**src/rtl/quad_velocity.sv**
```systemverilog
// Quadrature encoder front end: synchronise and deglitch A/B, decode x4 steps,
// and publish a saturated signed step count once per sample window.
module quad_velocity #(
    parameter int N      = 8,
    parameter int WINDOW = 55610,
    parameter int FILT   = 3
) (
    input  logic                clk,
    input  logic                rst_n,
    input  logic                enc_a,
    input  logic                enc_b,
    input  logic                err_clr,
    output logic signed [N-1:0] enc,
    output logic                vel_valid,
    output logic                dir,
    output logic                err_flag
);
    localparam int WW = (WINDOW > 1) ? $clog2(WINDOW) : 1;
    localparam int AW = $clog2(WINDOW) + 2;
    localparam int SW = ((AW > N) ? AW : N) + 1;
    localparam int RW = $clog2(FILT + 1) + 1;
    localparam logic signed [SW-1:0] SAT_HI = SW'((2 ** (N - 1)) - 1);
    localparam logic signed [SW-1:0] SAT_LO = ~SAT_HI;

    logic [1:0]           s1_q, s1_d, s2_q, s2_d, last_q, last_d, filt_q, filt_d;
    logic [RW-1:0]        run_q, run_d;
    logic [WW-1:0]        wcnt_q, wcnt_d;
    logic signed [AW-1:0] acc_q, acc_d;
    logic signed [N-1:0]  enc_q, enc_d;
    logic                 vv_q, vv_d, dir_q, dir_d, err_q, err_d;

    logic                 accept, fwd, rev, bad, wend;
    logic [1:0]           pos_old, pos_new, delta;
    logic signed [1:0]    step;
    logic signed [AW-1:0] sum;
    logic signed [SW-1:0] sum_w;

    always_comb begin
        s1_d   = {enc_a, enc_b};
        s2_d   = s1_q;
        last_d = s2_q;

        // run_d counts consecutive cycles the synchronised pair has held, including this one
        if (s2_q != last_q)
            run_d = RW'(1);
        else if (run_q < RW'(FILT))
            run_d = run_q + RW'(1);
        else
            run_d = run_q;

        accept = (run_d >= RW'(FILT)) && (s2_q != filt_q);
        filt_d = accept ? s2_q : filt_q;

        // Gray code to position 0..3 so the step is just the modulo-4 difference
        pos_old = {filt_q[1], ^filt_q};
        pos_new = {s2_q[1], ^s2_q};
        delta   = pos_new - pos_old;
        fwd     = accept && (delta == 2'd1);
        rev     = accept && (delta == 2'd3);
        bad     = accept && (delta == 2'd2);
        step    = fwd ? 2'sb01 : (rev ? 2'sb11 : 2'sb00);

        dir_d = fwd ? 1'b0 : (rev ? 1'b1 : dir_q);
        err_d = bad | (err_q & ~err_clr);

        wend   = (wcnt_q == WW'(WINDOW - 1));
        wcnt_d = wend ? '0 : wcnt_q + WW'(1);
        sum    = acc_q + AW'(step);
        sum_w  = SW'(sum);
        acc_d  = wend ? '0 : sum;
        vv_d   = wend;

        enc_d = enc_q;
        if (wend) begin
            if (sum_w > SAT_HI)
                enc_d = SAT_HI[N-1:0];
            else if (sum_w < SAT_LO)
                enc_d = SAT_LO[N-1:0];
            else
                enc_d = sum_w[N-1:0];
        end
    end

    always_ff @(posedge clk or negedge rst_n) begin
        if (!rst_n) begin
            s1_q   <= '0;
            s2_q   <= '0;
            last_q <= '0;
            filt_q <= '0;
            run_q  <= '0;
            wcnt_q <= '0;
            acc_q  <= '0;
            enc_q  <= '0;
            vv_q   <= 1'b0;
            dir_q  <= 1'b0;
            err_q  <= 1'b0;
        end else begin
            s1_q   <= s1_d;
            s2_q   <= s2_d;
            last_q <= last_d;
            filt_q <= filt_d;
            run_q  <= run_d;
            wcnt_q <= wcnt_d;
            acc_q  <= acc_d;
            enc_q  <= enc_d;
            vv_q   <= vv_d;
            dir_q  <= dir_d;
            err_q  <= err_d;
        end
    end

    assign enc       = enc_q;
    assign vel_valid = vv_q;
    assign dir       = dir_q;
    assign err_flag  = err_q;
endmodule

```
**config.mk**
```make
export PLATFORM = sky130hd
export DESIGN_NAME = quad_velocity
export DESIGN_NICKNAME = d
export VERILOG_FILES = /design/src/rtl/quad_velocity.sv
export SDC_FILE = /design/constraint.sdc
export NUM_CORES = 1
export LEC_CHECK = 0
export CAP_MARGIN = 20
export CORE_ASPECT_RATIO = 1.5
export CORE_MARGIN = 2
export CORE_UTILIZATION = 40
export DETAILED_ROUTE_END_ITERATION = 10
export PLACE_DENSITY_LB_ADDON = 0.08
export SYNTH_ARGS = -nofsm -noshare
export SYNTH_HDL_FRONTEND = slang
export SYNTH_SLANG_ARGS = --single-unit
```
**constraint.sdc**
```tcl
create_clock -name clk -period 5.1 [get_ports clk]
set_input_delay 1.02 -clock clk [delete_from_list [all_inputs] [get_ports clk]]
set_output_delay 1.02 -clock clk [all_outputs]
set_load 0.1 [all_outputs]
```
* Word level (Yosys, flattened, before mapping)
Cells that the tools add are included.
** Word-level totals
- Output and inout bits :: 11
- Register bits :: 56
- Input port bits :: 5
- Logic and storage cells :: 45
** Cells by class
- Reductions and logical operators :: 7
- $add $sub $neg :: 4
- Equality and inequality tests :: 6
- Bitwise logic cells :: 3
- $lt $le $gt $ge :: 4
- Muxes and demuxes :: 10
** Operators by type and width (count)
- 18-bit by 2-bit adder with 18-bit output :: 1
- 18-bit by 8-bit > comparator with 1-bit output, second input constant :: 1
- 18-bit by 8-bit less-than comparator with 1-bit output, second input constant :: 1
- 18-bit 2-to-1 mux :: 1
- 16-bit by 1-bit adder with 16-bit output, second input constant :: 1
- 16-bit equality test, second input constant :: 1
- 16-bit 2-to-1 mux :: 1
- 8-bit 2-to-1 mux :: 2
- 3-bit 2-to-1 mux :: 2
- 2-bit equality test, second input constant :: 2
- 1-bit logical AND :: 4
- 2-bit 2-to-1 mux :: 2
- 2-bit != test :: 2
- 2-bit parity :: 2
- 3-bit by 1-bit adder with 3-bit output, second input constant :: 1
- 3-bit by 2-bit >= comparator with 1-bit output, second input constant :: 1
- 3-bit by 2-bit less-than comparator with 1-bit output, second input constant :: 1
- 2-bit by 1-bit equality test with 1-bit output, second input constant :: 1
- 1-bit 2-to-1 mux :: 2
- 2-bit nonzero test :: 1
- 2-bit subtractor :: 1
- 1-bit AND :: 1
- 1-bit inverter :: 1
- 1-bit bitwise OR :: 1

* Depth between registers and ports, before layout
- Depth after elaboration :: 12
- Gate-level depth with buffers :: 16
- Depth with buffers taken out :: 16

* Worst setup path before layout
No wires, ideal clock.
- Path kind :: flip-flop to flip-flop
- From :: reg run_q[0]
- To :: reg enc_q[0], in the netlist enc[0]
- Data arrival time :: 3.654 ns
- Path slack :: 1.310 ns
- Buffers on the path :: 0
- Stages on the path, launching flop included :: 17
- Period minus slack after synthesis :: 3.790 ns
- Required time :: 4.964 ns
- Library setup time :: 0.136 ns
- Cell sequence :: dfrtp_1 -> ha_1 -> nor2b_1 -> nor3_1 -> a21oi_2 -> nor2b_1 -> a21boi_0 -> ha_1 -> fa_1 -> a211oi_1 -> o21ai_2 -> a211oi_2 -> or2_1 -> o311a_1 -> nand3_1 -> o32ai_4 -> o22ai_1
** On the way
- Cells in the longest elaborated chain, start to end :: 12
- Elaborated cells between the ends (all ways) :: 15
- Classes of those cells :: add/sub: 2; order compare: 4; mux: 6; reduce/logical: 3
** Ends and longest elaborated chain
- start, declared :: line 26 : logic [RW-1:0] run_q, run_d;
- start signal, assigned :: line 102 : run_q <= run_d;
- 3-bit by 1-bit adder with 3-bit output or 3-bit by 2-bit less-than comparator with 1-bit output (tied branches) :: line 47, 46
- 3-bit 2-to-1 mux (*) :: line 46 : else if (run_q < RW'(FILT))
- 3-bit 2-to-1 mux (*) :: line 44 : if (s2_q != last_q)
- 3-bit by 2-bit >= comparator with 1-bit output (*) :: line 51 : accept = (run_d >= RW'(FILT)) && (s2_q != filt_q);
- 1-bit logical AND (*) :: line 51
- 1-bit logical AND :: line 59 : rev = accept && (delta == 2'd3);
- 2-bit 2-to-1 mux :: line 61 : step = fwd ? 2'sb01 : (rev ? 2'sb11 : 2'sb00);
- 2-bit 2-to-1 mux (*) :: line 61
- 18-bit by 2-bit adder with 18-bit output (*) :: line 68 : sum = acc_q + AW'(step);
- 18-bit by 8-bit less-than comparator with 1-bit output :: line 77 : else if (sum_w < SAT_LO)
- 8-bit 2-to-1 mux :: line 77
- 8-bit 2-to-1 mux (*) :: line 75 : if (sum_w > SAT_HI)
- end signal, assigned :: line 105 : enc_q <= enc_d;
- end, declared :: line 29 : logic signed [N-1:0] enc_q, enc_d;
Every way passes the cells marked *; elsewhere a longest branch is shown, timed or not.
A chain may end at the register's enable or synchronous reset.

* Worst setup path after layout
- From :: reg run_q[0]
- To :: reg enc_q[5], in the netlist enc[5]
Same word-level chain as after synthesis.

==> metrics <==
cts bufs inserted=5; FP Rows=40; setup ws final=0.779 ns; final hold vios=0; largest net degree at the start of global routing=57; maximum clock insertion buffer count=2; Synth area leaders=dfrtp_1 42%, ha_1 7.9%, nor2_1 5.8%; Die Y=116 um; Tot GR Track Use=0.174; Tcrit/Tclk final=0.847; grt ovf=0; mean post-synth cell area=9.96 sq um; post-cts hold buffer count=0; post-synthesis cell type with the largest combined area=dfrtp_1; sequential-to-total area share from yosys stat=0.421; Clock Root Buffer=clkbuf_16; synth unique cells=62; Fill cells=760; setup TNS=0 ns; multi-input combinational cell area=1860 sq um; CP Capture Type=flop; async set-or-reset flop fraction in the synthesized netlist=1.00; Syn-to-layout area delta=13.1%; R2R depth=16; via count=2422; critical setup path kind=flop to flop; Routability Congestion=0.869; IO buf count=15; initial antenna violation count=0; Endpoint, Worst Hold=last_d[0]; core area=8060 sq um; H-tree lvl count=2; clock latency on the worst-skew pair=0.30 ns; via/cell ratio=5.28; most common cell in the synthesized netlist=dfrtp_1; WL/cell=15.3 um; CTS sink count=56; Crit path required time=5.27 ns; Finished Cell Area=3760 sq um; DR DRC count=0; hold depth=0; number of global-route vias before repair=2543; Routed Wire Length=7000 um; status=completed; FF-to-FF setup slack=0.78 ns; reg2reg start=run_q[0]; Synth Flop Type=dfrtp_1; Post-Syn Nets=361; Resized Gates After CTS=0; Cell Area, Placed=3610 sq um; YS warnings=0; critical path peak fanout=7; skew final=0.00605 ns; layout cells sized above 1=0.130; dpl hpwl=5090 um; Lkg Pwr=1.61 nW; nets=380; fin. max-slew vios=0; pwr dens=443 nW/um^2; FF/Latch Area=1400 sq um; relative slew slack=0.343; Seq cells post-synth=56; Post-Syn Instances=334; FMAX=0.231 GHz; CTS tree=done; Synth top area share=0.421; EDFF count, synth=0; max-cap viol count=0; post-CTS setup buffers=0; DR iter-0 viols=107; Hold Slack=0.352 ns; Post-synth top cells=56 x dfrtp_1, 51 x nor2_1, 21 x ha_1; worst min path class=flop to flop; Peak VDD IR=0.297 mV; die area=9070 sq um; CP arrival=4.49 ns; CTS clk-pin slew, worst paths=0.08 ns; synthesized area=3330 sq um; RSZ-0062 raised after global routing=no; antenna viol nets, final=0; Worst-Margin Slew=0.983 ns; Initial Utilization=0.413; ANT cells=0; Die Wd=78.5 um; setup violators final=0; CP startpoint kind=flop; io pins=16; pre-CTS setup slack=0.736 ns; clock period minus worst slack=4.32 ns; worst hold start=s1_q[0]; DRT Pass-1 Iters=4; first-pass GRT wire length=12200 um; Reg-to-Reg End=enc[5]
==> power by group <==
part | total [mW] | switching, mW | internal [mW]
clock | 0.355 | 0.171 | 0.184
sequential | 0.571 | 0.0425 | 0.529
combinational | 0.738 | 0.458 | 0.281
==> layer usage <==
metal | track usage | wire (um)
met5 | 0 | 0
met4 | 0.0678 | 116
met2 | 0.320 | 3720
met3 | 0.0312 | 163
met1 | 0.199 | 3010
==> worst max-delay path by stage <==
stage                   from  endpoint  cells past startpoint
finish              run_q[0]    enc[5]                     16
global route        run_q[0]    enc[2]                     16
CTS                 run_q[0]    enc[5]                     16
detailed placement  run_q[0]    enc[5]                     16
global placement    run_q[0]    enc[1]                     16
floorplan           run_q[0]    enc[0]                     16
==> per-stage QoR <==
step	power (mW)	cells	util
after detailed placement	1.32	451	0.448
after CTS	1.69	459	0.467
after global placement	1.32	451	0.448
after global routing	1.80	459	0.467
after floorplan	1.15	334	-
final	1.66	459	0.467
==> flip-flops by register name (all words and copies together) (netlist names), 2 cells and up <==
signal	count
wcnt_q	16
last_q	2
filt_q	2
enc	8
run_q	3
s1_q	2
last_d	2
acc_q	18
==> worst max-delay path, stage by stage, from the launching register on <==
cell	delay [ns]
dfrtp_1	0.42
ha_1	0.32
nor2b_1	0.13
nor3_1	0.19
a21oi_2	0.13
nor2b_1	0.14
a21boi_0	0.14
ha_1	0.27
fa_1	0.44
a211oi_1	0.33
o21ai_2	0.17
a211oi_2	0.24
or2_1	0.20
o311a_1	0.29
nand3_1	0.15
o32ai_4	0.45
o22ai_1	0.16
==> kinds of logic (layout without fill, tap and decap cells) <==
kind of cell	after synthesis	after routing	share of synthesized area
AOI/OAI and AO/OA	74	74	0.173
and+or+nand+nor	130	130	0.201
xor gates and xnor gates	31	31	0.0884
adders and majority gates	22	22	0.0850
DFF	56	56	0.421
buffers and inverters	18	38	0.0203
muxes	3	3	0.0102
==> layout by cell type (no fill, tap or decap), types with 2 or more instances in the layout <==
master	instances
dfrtp_1	56
nor2_1	51
ha_1	21
o21ai_0	18
xnor2_1	17
nand3_1	17
nand2_1	14
clkdlybuf4s50_1	14
a21oi_1	12
xor2_1	11
inv_1	10
nor3_1	7
nor2b_1	6
nand2b_1	5
o22ai_1	5
clkbuf_16	5
nand4b_1	4
a211oi_1	4
a21o_1	4
buf_4	4
mux2_2	3
a21oi_2	3
a211oi_2	3
and2_1	3
nand4_1	3
and3_1	3
or2_2	3
nand3b_1	2
o21a_1	2
o21ai_1	2
or3_1	2
o211ai_1	2
xnor2_2	2
a31oi_1	2
==> layout make-up <==
type                    instances  area share
multi-input cells             260       0.496
flip-flops and latches         56       0.373
repair buffers                 19      0.0466
well taps                     105      0.0349
clock buffers                   5      0.0333
inverters                      11      0.0110
clock inverters                 3     0.00599
Note: power is estimated with default switching activity, not from simulation.
